==> src/rtl/approx_err_monitor.sv <==
// +----------------------------------------------------------------------------+
// | approx_err_monitor                                                         |
// | Accumulates error metrics of an approximate adder against its exact sum.   |
// | Optional: ERRMON_WORST_CAPTURE_EN adds worst-case operand capture ports.   |
// | Revision: 1.0                                                              |
// +----------------------------------------------------------------------------+
`default_nettype none

module approx_err_monitor #(
  parameter int N     = 16,
  parameter int K     = 11,
  parameter int CNT_W = 32,
  parameter int ACC_W = 48
) (
  input  logic             clk,
  input  logic             rst,
  input  logic             start,
  input  logic [CNT_W-1:0] n_samples,
  input  logic             in_valid,
  output logic             in_ready,
  input  logic [N-1:0]     a,
  input  logic [N-1:0]     b,
  input  logic [N-1:0]     approx_sum,
  output logic             busy,
  output logic             done,
  output logic [CNT_W-1:0] sample_count,
  output logic [CNT_W-1:0] err_count,
  output logic [ACC_W-1:0] sum_ed,
`ifdef ERRMON_WORST_CAPTURE_EN
  output logic [N-1:0]     worst_a,
  output logic [N-1:0]     worst_b,
  output logic [N-1:0]     worst_approx,
`endif
  output logic [N-1:0]     max_ed
);

  // K describes the upstream adder only; reject impossible configurations.
  generate
    if (K < 1 || K > N) begin : g_k_range_bad
      $error("approx_err_monitor: K must satisfy 0 < K <= N");
    end
  endgenerate

  typedef enum logic [1:0] {
    S_IDLE  = 2'd0,
    S_RUN   = 2'd1,
    S_DRAIN = 2'd2,
    S_DONE  = 2'd3
  } state_t;

  state_t           r_state;
  logic [CNT_W-1:0] r_target;
  logic [CNT_W-1:0] r_accepted;
  logic             r_in_ready;
  logic             r_busy;
  logic             r_done;

  logic             r_s1_valid;
  logic [N-1:0]     r_s1_ed;

  logic [CNT_W-1:0] r_sample_count;
  logic [CNT_W-1:0] r_err_count;
  logic [ACC_W-1:0] r_sum_ed;
  logic [N-1:0]     r_max_ed;

`ifdef ERRMON_WORST_CAPTURE_EN
  logic [N-1:0]     r_s1_a;
  logic [N-1:0]     r_s1_b;
  logic [N-1:0]     r_s1_approx;
  logic [N-1:0]     r_worst_a;
  logic [N-1:0]     r_worst_b;
  logic [N-1:0]     r_worst_approx;
`endif

  logic [N-1:0]     w_exact;
  logic [N-1:0]     w_ed;
  logic             w_xfer;
  logic             w_last;
  logic             w_start_ok;
  logic [ACC_W:0]   w_sum_ext;
  logic [ACC_W-1:0] w_sum_sat;

  // Carry-out is dropped so the reference matches the adder's N-bit sum port.
  assign w_exact    = a + b;
  assign w_ed       = (w_exact >= approx_sum) ? (w_exact - approx_sum)
                                              : (approx_sum - w_exact);
  assign w_xfer     = in_valid & r_in_ready;
  assign w_last     = ((r_accepted + CNT_W'(1)) == r_target);
  assign w_start_ok = start & ((r_state == S_IDLE) | (r_state == S_DONE));

  assign w_sum_ext  = {1'b0, r_sum_ed} + {{(ACC_W + 1 - N){1'b0}}, r_s1_ed};
  assign w_sum_sat  = w_sum_ext[ACC_W] ? {ACC_W{1'b1}} : w_sum_ext[ACC_W-1:0];

  always_ff @(posedge clk) begin
    if (rst) begin
      r_state        <= S_IDLE;
      r_target       <= '0;
      r_accepted     <= '0;
      r_in_ready     <= 1'b0;
      r_busy         <= 1'b0;
      r_done         <= 1'b0;
      r_s1_valid     <= 1'b0;
      r_s1_ed        <= '0;
      r_sample_count <= '0;
      r_err_count    <= '0;
      r_sum_ed       <= '0;
      r_max_ed       <= '0;
`ifdef ERRMON_WORST_CAPTURE_EN
      r_s1_a         <= '0;
      r_s1_b         <= '0;
      r_s1_approx    <= '0;
      r_worst_a      <= '0;
      r_worst_b      <= '0;
      r_worst_approx <= '0;
`endif
    end else begin
      r_s1_valid <= w_xfer;
      if (w_xfer) begin
        r_s1_ed     <= w_ed;
`ifdef ERRMON_WORST_CAPTURE_EN
        r_s1_a      <= a;
        r_s1_b      <= b;
        r_s1_approx <= approx_sum;
`endif
      end

      if (r_s1_valid) begin
        r_sample_count <= r_sample_count + CNT_W'(1);
        if (r_s1_ed != '0) begin
          r_err_count <= r_err_count + CNT_W'(1);
        end
        r_sum_ed <= w_sum_sat;
        if (r_s1_ed > r_max_ed) begin
          r_max_ed       <= r_s1_ed;
`ifdef ERRMON_WORST_CAPTURE_EN
          r_worst_a      <= r_s1_a;
          r_worst_b      <= r_s1_b;
          r_worst_approx <= r_s1_approx;
`endif
        end
      end

      // Start clears follow the accumulate block so they win; the pipeline
      // is always empty in IDLE/DONE, so the two never collide in practice.
      case (r_state)
        S_IDLE, S_DONE: begin
          if (w_start_ok) begin
            r_target       <= n_samples;
            r_accepted     <= '0;
            r_sample_count <= '0;
            r_err_count    <= '0;
            r_sum_ed       <= '0;
            r_max_ed       <= '0;
`ifdef ERRMON_WORST_CAPTURE_EN
            r_worst_a      <= '0;
            r_worst_b      <= '0;
            r_worst_approx <= '0;
`endif
            if (n_samples == '0) begin
              r_state    <= S_DONE;
              r_in_ready <= 1'b0;
              r_busy     <= 1'b0;
              r_done     <= 1'b1;
            end else begin
              r_state    <= S_RUN;
              r_in_ready <= 1'b1;
              r_busy     <= 1'b1;
              r_done     <= 1'b0;
            end
          end
        end
        S_RUN: begin
          if (w_xfer) begin
            r_accepted <= r_accepted + CNT_W'(1);
            if (w_last) begin
              r_in_ready <= 1'b0;
              r_state    <= S_DRAIN;
            end
          end
        end
        S_DRAIN: begin
          if (!r_s1_valid) begin
            r_state <= S_DONE;
            r_busy  <= 1'b0;
            r_done  <= 1'b1;
          end
        end
        default: begin
          r_state <= S_IDLE;
        end
      endcase
    end
  end

  assign in_ready     = r_in_ready;
  assign busy         = r_busy;
  assign done         = r_done;
  assign sample_count = r_sample_count;
  assign err_count    = r_err_count;
  assign sum_ed       = r_sum_ed;
  assign max_ed       = r_max_ed;
`ifdef ERRMON_WORST_CAPTURE_EN
  assign worst_a      = r_worst_a;
  assign worst_b      = r_worst_b;
  assign worst_approx = r_worst_approx;
`endif

endmodule

`default_nettype wire

==> config.mk <==
export PLATFORM = sky130hd
export DESIGN_NAME = approx_err_monitor
export DESIGN_NICKNAME = d
export VERILOG_FILES = /design/src/rtl/approx_err_monitor.sv
export SDC_FILE = /design/constraint.sdc
export NUM_CORES = 1
export LEC_CHECK = 0
export ABC_AREA = 1
export CAP_MARGIN = 25
export CORE_MARGIN = 5
export CORE_UTILIZATION = 60
export DETAILED_ROUTE_END_ITERATION = 7
export PLACE_DENSITY = 0.92
export SYNTH_ARGS = -nofsm -noshare
export SYNTH_HDL_FRONTEND = slang
export SYNTH_SLANG_ARGS = --single-unit
==> constraint.sdc <==
create_clock -name clk -period 7.21 [get_ports clk]
set_input_delay 1.8025 -clock clk [delete_from_list [all_inputs] [get_ports clk]]
set_output_delay 1.8025 -clock clk [all_outputs]
set_load 0.02 [all_outputs]
Word-level counts from Yosys, hierarchy flattened
Index checks and enable logic that the tools add are counted.

word-level totals
  bits in latches = 0
  register bits after elaboration = 214
  word-level logic and storage cells = 79
  RAM bits = 0
  bits in read-only memories = 0
  memories = 0

cells by class
  $add $sub $neg = 7
  reduce and logical (&&, ||, !) cells = 11
  multiplexer cells = 36
  divide/modulo/power cells = 0
  $lt $le $gt $ge = 2
  multiply operators = 0
  shifts and indexed selects = 0
  bitwise logic cells = 3
  eq/ne operators = 8

operators by type and width
  cell                   count
  $mux 32                9
  $mux 48                4
  $add 32x1->32 const B  3
  $mux 16                5
  $pmux 32 s2            1
  $add 48x16->49         1
  $eq 32x32->1           1
  $logic_not 32->1       1
  $sub 16x16->16         2
  $add 16x16->16         1
  $ge 16x16->1           1
  $gt 16x16->1           1
  $reduce_bool 16->1     1
  $mux 2                 5
  $mux 1                 8
  $ne 2x2->1 const B     4
  $reduce_and 4->1       2
  $pmux 1 s2             3
  $pmux 2 s3             1
  $reduce_and 3->1       2
  $eq 2x2->1 const B     2
  $reduce_bool 2->1      2
  $and 1x1->1            2
  $eq 2x1->1 const B     1
  4 further kinds        4

Logic depth before layout (Yosys ltp)
Gate-level depths: netlist of the first run.

  depth in word-level cells = 5
  mapped depth = 25

Worst setup path after synthesis of the first run
No wires, ideal clock.

  path type = input port to flip-flop
  start point = input port a[0]
  end point = register r_s1_ed[2]
  data required time = 7.095 ns
  slack = 1.995 ns
  stages = 24
  arrival = 5.100 ns
  setup time = 0.115 ns
  path through = ha_1 -> fa_1 -> nand3_1 -> nand3_1 -> nand4_1 -> nand3_1 -> a21boi_0 -> o21ai_0 -> a21oi_1 -> o21bai_1 -> xor2_1 -> inv_1 -> ha_1 -> nand2_1 -> nor3_1 -> nand3_1 -> nand3_2 -> inv_1 -> buf_2 -> nand2_1 -> nand2_1 -> xor2_1 -> o21ai_0 -> inv_1

between the ends
  word-level cells in the longest chain between the ends = 3
  elaborated cells on any way between the ends = 5
  those cells by class = 3 x add/sub; 1 x order compare; 1 x mux

RTL lines
  item                                    line  text
  start: declaration                      21    input logic [N-1:0] a,
  $add 16x16->16 *                        84    assign w_exact = a + b;
  $sub 16x16->16 (tied with other cells)  86    : (approx_sum - w_exact);
  $mux 16 *                               85    assign w_ed = (w_exact >= approx_sum) ? (w_exact - approx_sum)
  end signal: assignment                  119   r_s1_ed <= w_ed;
  end: declaration                        59    logic [N-1:0] r_s1_ed;

Every way passes the cells marked *; elsewhere a longest branch is shown, timed or not.
A chain may end at the register's enable or synchronous reset.

Worst setup path after layout of the first run
  start point = input port a[0]
  end point = register r_s1_ed[14]

The elaborated chain is that of the path after synthesis.

==> flow_summary_export.csv, run 1 <==
group,metric,value,unit
status,status,"complete, no violations",
grt,grt_pass1_wl,73.1,mm
synth,yosys.area.top_type,"dfxtp_1",
clock_network,clk_latency,0.52,ns
clock_network,numClockSinks,214,
timing,slew_viol_final,0,
worst_setup_path,endpoint,"r_s1_ed[14]$_SDFFE_PP0P_",
worst_setup_path,r2r_start,"r_s1_valid$_SDFF_PP0_",
flow_run,max_cap_viol_count,0,
timing,hold_viol,0,
grt,antenna_found_initial,0,
power_and_ir_drop,leakage,7.36,nW
place,placed_cell_area,17000,um2
synth,ys_ff_latch,214,
timing,finClkSkew,0.00944,ns
cells_and_area,diodes,0,
cells_and_area,final_layout_size_suffix_gt1_frac,0.0426,
synth,avgSynthCellArea,6.52,um2
worst_setup_path,cp_top_family,"compound AO/OA/AOI/OAI gates",
synth,synth_top_area_share,0.295,
timing,setup-violations-final,0,
timing,hold-worst-slack,0.463,ns
worst_setup_path,critPathSlowestCell,"fa_1",
grt,gr-usage-all-layers,0.307,
synth,synthTopCellsByCount,"482 x nand2_1, 294 x inv_1, 227 x nor2_1, 214 x dfxtp_1, 213 x a21oi_1",
drt,wl_met1,17.7,mm
worst_setup_path,critPathLaunchType,"input pin",
drt,wire_per_inst,15.9,um
worst_setup_path,cp-startpoint,"a[0]",
clock_network,cts_setup_buffers,0,
drt,dr.pass1.iters,7,
die,io_pins,215,
synth,syn_area,14500,um2
power_and_ir_drop,power.density,238,nW/um2
synth,synth-edff-count,0,
die,start_util,0.603,
power_and_ir_drop,peakVddDrop,0.000187,V
die,rows,57,
drt,met2_length,20.7,mm
cells_and_area,n_fill_cell,1948,
cells_and_area,utilization,0.741,
die,die_h,166,um
die,die-area,27400,um2
worst_setup_path,critPathMaxStageDelay,0.42,ns
timing,post-route-min-period,6.00,ns
place,dp_hpwl,33.2,mm
worst_setup_path,critPathArrivalTime,6.40,ns
timing,fmax,167,MHz
clock_network,cts_buffers,24,
power_and_ir_drop,finalPower,4.26,mW
timing,finalCritPeriodShare,0.832,
worst_setup_path,r2r_setup_slack,4.01,ns
worst_hold_path,hold_path_class,"reg -> reg",
grt,first_global_vias,15426,
synth,synth-main-ff-cell,"dfxtp_1",
die,coreArea,24100,um2
worst_setup_path,end_kind,"register",
grt,grt_max_degree,49,
cells_and_area,seq_area,4290,um2
clock_network,htreeDepth,1,
die,fp.dieW,166,um
synth,yosysSeqAreaShare,0.295,
timing,worstMarginPinSlew,0.912,ns
worst_setup_path,worstPathRequired,7.61,ns
worst_setup_path,rr_worst_depth,12,
cells_and_area,multi_input_area,8920,um2
clock_network,cts_tree,"done",
drt,viasPerCell,5.80,
cells_and_area,nNetsFinal,2595,
cells_and_area,area_delta_synth_final,23.0,%
place,numPortBuffers,214,
grt,gr-total-overflow,0,
drt,num_vias,16049,
synth,yosys_warnings,0,
worst_setup_path,critPathBufInv,4,
clock_network,path_clk_slew,0.06,ns
clock_network,cts_buffer_depth,3,
synth,synthTopCellsByArea,"dfxtp_1 29%, nand2_1 12%, inv_1 7.6%",
drt,ant_nets,0,
drt,routed-wl-met3,3.90,mm
worst_setup_path,critical_path_depth,23,
synth,yosysUniqueCellTypes,58,
drt,drt-total-wl,44.0,mm
synth,async_flop_share,0,
worst_setup_path,r2r_end,"err_count[20]$_SDFF_PP0_",
synth,syn_nets,2401,
drt,drc,0,
synth,netlist_instances,2229,
cells_and_area,finalInstanceArea,17900,um2
drt,drt_iter0_drc,1753,
synth,yosys.cell_count.top_type,"nand2_1",
worst_setup_path,path_cells,"clkdlybuf4s50_1, ha_1, fa_1, nand3_1, nand3_1, nand4_1, nand3_1, a21boi_0, o21ai_0, a21oi_1, o21bai_1, xor2_1, inv_1, ha_1, nand2_1, nor3_1, nand3_1, nand3_2, inv_1, o21ai_0, o21ai_0, o21ai_0, inv_1",
drt,dr.max_layer_used,"met4",
worst_setup_path,crit_fanout,17,
clock_network,root_buffer,"clkbuf_16",
timing,fin_tns_setup,0,ns
worst_setup_path,path_class,"in -> reg",
clock_network,hold_buffers,0,
place,place.gp.congestion,0.983,
timing,rsz0062_at_grt,"false",
timing,slew-limit-headroom,0.390,
clock_network,cts_resized,0,
-- where the power goes --
part,switching [mW],internal (mW)
sequential,0.124,1.30
combinational,0.921,0.512
clock,0.503,0.893
total,1.55,2.71
-- layout make-up --
class,count,area share
inverter,299,0.0628
tap,324,0.0227
sequential,214,0.240
multi-input combinational,1661,0.499
clock inverter,7,0.00917
clock buffer,37,0.0420
timing repair buffer,223,0.124
-- metal layers --
layer  global-route usage  vias to the layer above
li1                     -                     7776
met1                0.386                     7311
met2                0.539                      815
met3               0.0446                      147
met4                0.103                        0
met5                    0                        -
-- metrics by stage --
step,setup slack (ns),std cells
after floorplan,1.99,2229
after global placement,0.893,2720
after detailed placement,0.734,2721
after CTS,1.26,2765
after global routing,0.707,2765
final,1.21,2765
-- state kept, by name, summed over array words and instances, names as in the netlist --
name / count
busy: 1
done: 1
err_count: 32
in_ready: 1
max_ed: 16
r_accepted: 32
r_s1_ed: 16
r_s1_valid: 1
r_state: 2
r_target: 32
sample_count: 32
sum_ed: 48
-- placed cells by master, fill, tap and decap left out, types with 9 or more instances in the layout --
| cell | Yosys | routed |
|---|---|---|
| ha_1 | 84 | 84 |
| nand2_1 | 482 | 482 |
| o21ai_0 | 167 | 167 |
| dfxtp_1 | 214 | 213 |
| clkbuf_16 | 0 | 25 |
| nand2_2 | 9 | 9 |
| nor4_1 | 23 | 23 |
| clkdlybuf4s50_1 | 0 | 213 |
| nor2_1 | 227 | 226 |
| inv_1 | 294 | 294 |
| nor2_2 | 9 | 9 |
| nor3_1 | 65 | 65 |
| xor2_1 | 51 | 51 |
| nand3b_1 | 14 | 14 |
| o221ai_1 | 13 | 13 |
| nand4_1 | 40 | 40 |
| xnor2_1 | 14 | 14 |
| nand3_1 | 140 | 140 |
| a21oi_1 | 213 | 213 |
| o21a_1 | 11 | 11 |
-- worst min-delay path by stage --
stage | cells after the start | to | startpoint | slack [ns]
after global routing | 1 | sample_count[31]$_SDFF_PP0_ | sample_count[31]$_SDFF_PP0_ | 0.48
after detailed placement | 1 | sample_count[31]$_SDFF_PP0_ | sample_count[31]$_SDFF_PP0_ | 0.46
final | 1 | sample_count[31]$_SDFF_PP0_ | sample_count[31]$_SDFF_PP0_ | 0.46
after CTS | 1 | sample_count[31]$_SDFF_PP0_ | sample_count[31]$_SDFF_PP0_ | 0.46
after global placement | 1 | sample_count[31]$_SDFF_PP0_ | sample_count[31]$_SDFF_PP0_ | 0.44
after floorplan | 2 | r_target[10]$_SDFFE_PP0P_ | r_target[10]$_SDFFE_PP0P_ | 0.43
-- cells by family after synthesis --
group           synth area share
xor+xnor                  0.0440
buf+inv                   0.0924
simple gates               0.319
flops                      0.295
fa+ha+maj                 0.0778
compound gates             0.172
No activity file was read; power rests on OpenSTA's default activity.
==> run 2, diff against run 1 <==
Settings changed: CORE_UTILIZATION 60 to 56, PLACE_DENSITY 0.92 to 0.87.
Clock period 7.21 ns to 5.9 ns, I/O delays scaled along.
==> run 2 against run 1 <==
Net effect: cell count rose by 0.54%; total power grew 18%; setup slack worse by 0.69 ns; register-to-register slack got worse by 1.1 ns; core utilization is 5.2 points lower; combinational power increased by 23%; critical path type unchanged.
==> flow_summary_export.csv, run 2 (synthesis results as in run 1) <==
group,metric,value,unit
clock_network,cts_setup_buffers,0,
timing,slew_viol_final,0,
timing,slew-limit-headroom,0.432,
power_and_ir_drop,peakVddDrop,0.000242,V
grt,antenna_found_initial,0,
grt,gr-total-overflow,0,
drt,ant_nets,0,
power_and_ir_drop,finalPower,5.04,mW
worst_setup_path,path_class,"in -> reg",
cells_and_area,nNetsFinal,2599,
worst_hold_path,hold_path_class,"reg -> reg",
clock_network,path_clk_slew,0.06,ns
clock_network,cts_resized,0,
cells_and_area,final_layout_size_suffix_gt1_frac,0.0442,
timing,finClkSkew,0.0100,ns
die,coreArea,25800,um2
drt,dr.pass1.iters,7,
drt,drt-total-wl,42.7,mm
clock_network,cts_buffer_depth,3,
grt,grt_pass1_wl,69.6,mm
die,start_util,0.563,
clock_network,root_buffer,"clkbuf_16",
cells_and_area,final_common_cell,"nand2_1",
die,die_h,171,um
cells_and_area,utilization,0.690,
cells_and_area,largest_register_ffs,48,
drt,viasPerCell,5.58,
grt,grtUsageMet2,0.482,
place,dp_hpwl,32.6,mm
status,status,"complete, no violations",
timing,rsz0062_at_grt,"false",
grt,top_usage_layer,"met2",
clock_network,hold_buffers,0,
worst_setup_path,worstPathRequired,6.36,ns
clock_network,htreeDepth,1,
worst_setup_path,critPathArrivalTime,5.84,ns
power_and_ir_drop,leakage,7.33,nW
power_and_ir_drop,power.density,283,nW/um2
grt,grt_max_degree,72,
drt,drt_iter0_drc,1424,
drt,wire_per_inst,15.3,um
grt,grtUsageMet3,0.0365,
die,fp.dieW,171,um
timing,hold_viol,0,
timing,finalCritPeriodShare,0.912,
grt,gr-usage-met1,0.370,
place,numPortBuffers,214,
timing,worstMarginPinSlew,0.849,ns
cells_and_area,diodes,0,
grt,first_global_vias,14667,
clock_network,cts_tree,"done",
die,rows,59,
cells_and_area,area_delta_synth_final,22.6,%
die,io_pins,215,
die,die-area,29300,um2
timing,fin_tns_setup,0,ns
timing,fmax,186,MHz
worst_setup_path,crit_fanout,16,
timing,post-route-min-period,5.38,ns
drt,drc,0,
worst_setup_path,end_kind,"register",
place,place.gp.congestion,0.933,
grt,gr-usage-all-layers,0.282,
timing,setup-violations-final,0,
clock_network,numClockSinks,214,
drt,num_vias,15505,
clock_network,clk_latency,0.52,ns
flow_run,max_cap_viol_count,0,
cells_and_area,final_cell_mix,"482 x nand2_1, 294 x inv_1, 226 x nor2_1",
worst_setup_path,critPathLaunchType,"input pin",
clock_network,cts_buffers,24,
==> run 2: cell types whose count changed in the layout (fill, tap and decap cells not counted), sizes merged <==
| cell | change |
|---|---|
| buf | +4 |
| clkinv | +4 |
| bufinv | -3 |
| clkbuf | -2 |
| clkinvlp | +1 |
==> run 2: stage by stage <==
step | worst slack (ns) | instance area [um2] | std cells | hold slack, ns
floorplan | 1.01 | 14500 | 2229 | 0.434
global placement | 0.176 | 17000 | 2735 | 0.442
detailed placement | 0.0660 | 17000 | 2736 | 0.449
CTS | 0.587 | 17800 | 2780 | 0.459
global route | 0.00669 | 17800 | 2780 | 0.492
finish | 0.521 | 17800 | 2780 | 0.455
==> run 2: area by class of cell <==
class | instances | area (um2)
tap | 335 | 419
sequential | 214 | 4290
fill | 2298 | 8020
inverter | 299 | 1120
clock inverter | 9 | 101
timing repair buffer | 227 | 2250
clock buffer | 35 | 713
multi-input combinational | 1661 | 8930
==> run 2: where the power goes <==
part | leakage [nW] | internal, mW | switching [mW]
logic | 5.20 | 0.636 | 1.12
registers | 1.74 | 1.59 | 0.143
clock network | 0.402 | 0.926 | 0.620
==> run 2: path summary, 6_finish.rpt <==
| kind | start | endpoint | slack [ns] | cells past startpoint |
|---|---|---|---|---|
| max | a[0] | r_s1_ed[8]$_SDFFE_PP0P_ | 0.52 | 24 |
| min | sample_count[31]$_SDFF_PP0_ | sample_count[31]$_SDFF_PP0_ | 0.45 | 1 |
| max reg2reg | sum_ed[0]$_SDFF_PP0_ | sum_ed[27]$_SDFF_PP0_ | 2.88 | 16 |
| min reg2reg | sample_count[31]$_SDFF_PP0_ | sample_count[31]$_SDFF_PP0_ | 0.45 | 1 |
==> run 2: routing by layer <==
metal,share of wire,vias to the layer above
met1,0.43,7050
met4,0.027,0
met5,0,-
met2,0.46,603
met3,0.079,82
li1,-,7770
==> run 2: worst max-delay path, cell delays in order <==
cell and delay (ns):
clkdlybuf4s50_1 0.40, ha_1 0.23, fa_1 0.41, nand3_1 0.09
nand3_1 0.13, nand4_1 0.10, nand3_1 0.12, a21boi_0 0.36
o21ai_0 0.20, a21oi_1 0.17, o21bai_1 0.09, xor2_1 0.19
inv_1 0.06, ha_1 0.35, nand2_1 0.12, nor3_1 0.26
nand3_1 0.12, nand3_2 0.10, buf_4 0.20, o21ai_0 0.13
o21ai_0 0.17, a21oi_1 0.05, or2_2 0.27, inv_1 0.05
==> run 3, diff against run 2 <==
Settings changed: ABC_AREA 1 to 0, CORE_UTILIZATION 56 to 55.
==> run 3 against run 2 <==
Net effect: first-iteration DRC count decreased by 13%; critical path type unchanged; combinational power about the same; synthesized cell count decreased by 24%; largest power group unchanged; global-route usage decreased by 2.5 points; non-clock buffer count increased by 14; count of clock-buffer cells in the layout decreased by 1.
==> flow_summary_export.csv, run 3 <==
group,metric,value,unit
drt,viasPerCell,5.90,
die,coreArea,23600,um2
worst_setup_path,worstPathRequired,6.31,ns
grt,gr-total-overflow,0,
timing,hold_viol,0,
clock_network,cts_setup_buffers,0,
timing,setup_ws,0.449,ns
power_and_ir_drop,power.density,299,nW/um2
worst_setup_path,path_cells,"clkdlybuf4s50_1, ha_1, fa_1, a21o_1, a21oi_1, o21bai_1, a211o_1, a31oi_1, a21oi_1, a21o_1, a21o_1, xor2_1, ha_1, nor2_1, nand2_1, o21ai_2, buf_4, mux2_2, a31oi_1, xnor2_1, a22o_1",
timing,setup-violations-final,0,
cells_and_area,final_common_cell,"dfxtp_1",
worst_setup_path,critPathLaunchType,"input pin",
status,status,"complete, no violations",
clock_network,numClockSinks,214,
drt,drt-total-wl,36.9,mm
clock_network,cts_buffers,24,
grt,grt_pass1_wl,59.0,mm
clock_network,hold_buffers,0,
clock_network,cts_resized,0,
clock_network,cts_buffer_depth,3,
power_and_ir_drop,leakage,6.28,nW
timing,finClkSkew,0.00981,ns
drt,num_vias,13109,
synth,yosys.cell_count.top_type,"dfxtp_1",
cells_and_area,final_layout_size_suffix_gt1_frac,0.0467,
synth,syn_nets,1872,
place,dp_cells,2179,
synth,synthTopCellsByArea,"dfxtp_1 32%, ha_1 7.9%, a21oi_1 7.0%",
clock_network,path_clk_slew,0.06,ns
drt,wire_per_inst,16.6,um
cells_and_area,area_delta_synth_final,24.5,%
timing,slew-limit-headroom,0.285,
synth,yosysSeqAreaShare,0.324,
worst_setup_path,end_kind,"register",
synth,yosysUniqueCellTypes,78,
grt,grtUsageMet2,0.445,
synth,avgSynthCellArea,7.79,um2
synth,yosys_warnings,0,
timing,worstMarginPinSlew,1.06,ns
worst_setup_path,cpMostUsedCell,"a21o_1",
synth,synth_top_area_share,0.324,
grt,grtUsageMet3,0.0427,
cells_and_area,finalInstanceArea,16500,um2
cells_and_area,fin_cells,2223,
grt,gr-usage-met1,0.330,
grt,top_usage_layer,"met2",
cells_and_area,nNetsFinal,2060,
synth,ys_ff_latch,214,
clock_network,root_buffer,"clkbuf_16",
power_and_ir_drop,peakVddDrop,0.000254,V
worst_setup_path,critPathSlowestCell,"clkdlybuf4s50_1",
worst_setup_path,cp_top_family,"compound AO/OA/AOI/OAI gates",
power_and_ir_drop,finalPower,4.93,mW
place,numPortBuffers,214,
die,rows,56,
die,io_pins,215,
die,die_h,165,um
place,pre_cts_slack,-0.0128,ns
flow_run,max_cap_viol_count,0,
timing,rsz0062_at_grt,"false",
timing,finalCritPeriodShare,0.924,
synth,async_flop_share,0,
clock_network,clk_latency,0.51,ns
grt,gr-usage-all-layers,0.256,
place,placed_cell_area,15600,um2
synth,synthTopCellsByCount,"214 x dfxtp_1, 199 x nand2_1, 186 x a21oi_1, 162 x nor2_1",
worst_setup_path,critPathArrivalTime,5.86,ns
drt,ant_nets,0,
worst_setup_path,critPathMaxStageDelay,0.41,ns
grt,first_global_vias,12222,
timing,hold-worst-slack,0.469,ns
place,place.gp.congestion,0.938,
place,dp_hpwl,27.1,mm
cells_and_area,largest_register_ffs,48,
die,die-area,27300,um2
die,fp.dieW,165,um
timing,post-route-min-period,5.45,ns
cells_and_area,diodes,0,
worst_setup_path,path_class,"in -> reg",
drt,drc,0,
drt,drt_iter0_drc,1242,
grt,grt_max_degree,84,
timing,slew_viol_final,0,
clock_network,cts_tree,"done",
worst_setup_path,critPathBufInv,2,
cells_and_area,final_cell_mix,"214 x dfxtp_1, 213 x clkdlybuf4s50_1, 198 x nand2_1",
grt,antenna_found_initial,0,
timing,fmax,183,MHz
clock_network,htreeDepth,1,
synth,syn_area,13200,um2
synth,yosys.area.top_type,"dfxtp_1",
synth,synth-edff-count,0,
die,start_util,0.561,
drt,dr.pass1.iters,5,
synth,synth-main-ff-cell,"dfxtp_1",
synth,netlist_instances,1700,
worst_setup_path,crit_fanout,10,
worst_hold_path,hold_path_class,"reg -> reg",
==> run 3: layer usage <==
metal  vias up  part of all wire
met2       570              0.47
met3        81             0.091
met1      6077              0.41
met5         -                 0
li1       6381                 -
met4         0             0.026
==> run 3: worst register-to-register path: stages (launching register included) <==
cell and delay, ns:
dfxtp_1 0.44, ha_1 0.23, fa_1 0.22, a21o_1 0.13
a21oi_1 0.11, o21ai_0 0.28, a41oi_1 0.22, a31oi_1 0.44
a41o_1 0.64, nand2_1 0.60, and4_1 0.40, nor3_1 0.12
==> run 3: worst paths after layout <==
kind	startpoint	end	slack, ns	cells past startpoint
worst min-delay path	r_target[0]$_SDFFE_PP0P_	r_target[0]$_SDFFE_PP0P_	0.47	2
worst max-delay path	b[0]	r_s1_ed[5]$_SDFFE_PP0P_	0.45	21
worst max register to register	r_s1_ed[0]$_SDFFE_PP0P_	sum_ed[47]$_SDFF_PP0_	2.00	11
worst min register to register	r_target[0]$_SDFFE_PP0P_	r_target[0]$_SDFFE_PP0P_	0.47	2
==> run 3: power by group <==
group / total, mW / switching (mW) / internal (mW) / leakage (nW)
Combinational: 1.74 / 1.04 / 0.705 / 4.16
Clock: 1.52 / 0.604 / 0.912 / 0.395
Sequential: 1.67 / 0.122 / 1.55 / 1.73
==> run 3: layout make-up <==
type | instances | area (um2)
clock inverters | 8 | 111
multi-input cells | 1333 | 8350
fillers | 1880 | 7130
flip-flops and latches | 214 | 4280
repair buffers | 241 | 2370
clock buffers | 34 | 698
inverters | 74 | 278
well taps | 319 | 399
==> run 3: cell families (layout without fill, tap and decap cells) <==
kind of cell / count (synthesis) / after routing / share of synthesized area
AO/OA/AOI/OAI: 409 / 409 / 0.184
XOR/XNOR: 146 / 146 / 0.0966
adder cells (fa/ha/maj): 88 / 88 / 0.0854
buffers and inverters: 153 / 357 / 0.0470
flip-flops: 214 / 214 / 0.324
multiplexers: 24 / 24 / 0.0188
AND/OR/NAND/NOR: 666 / 666 / 0.244
==> run 3: per-stage QoR <==
stage / utilization / setup TNS (ns)
after floorplan: - / 0
after global placement: 0.662 / 0
after detailed placement: 0.662 / -0.0203
after CTS: 0.697 / 0
after global routing: 0.698 / 0
final: 0.698 / 0
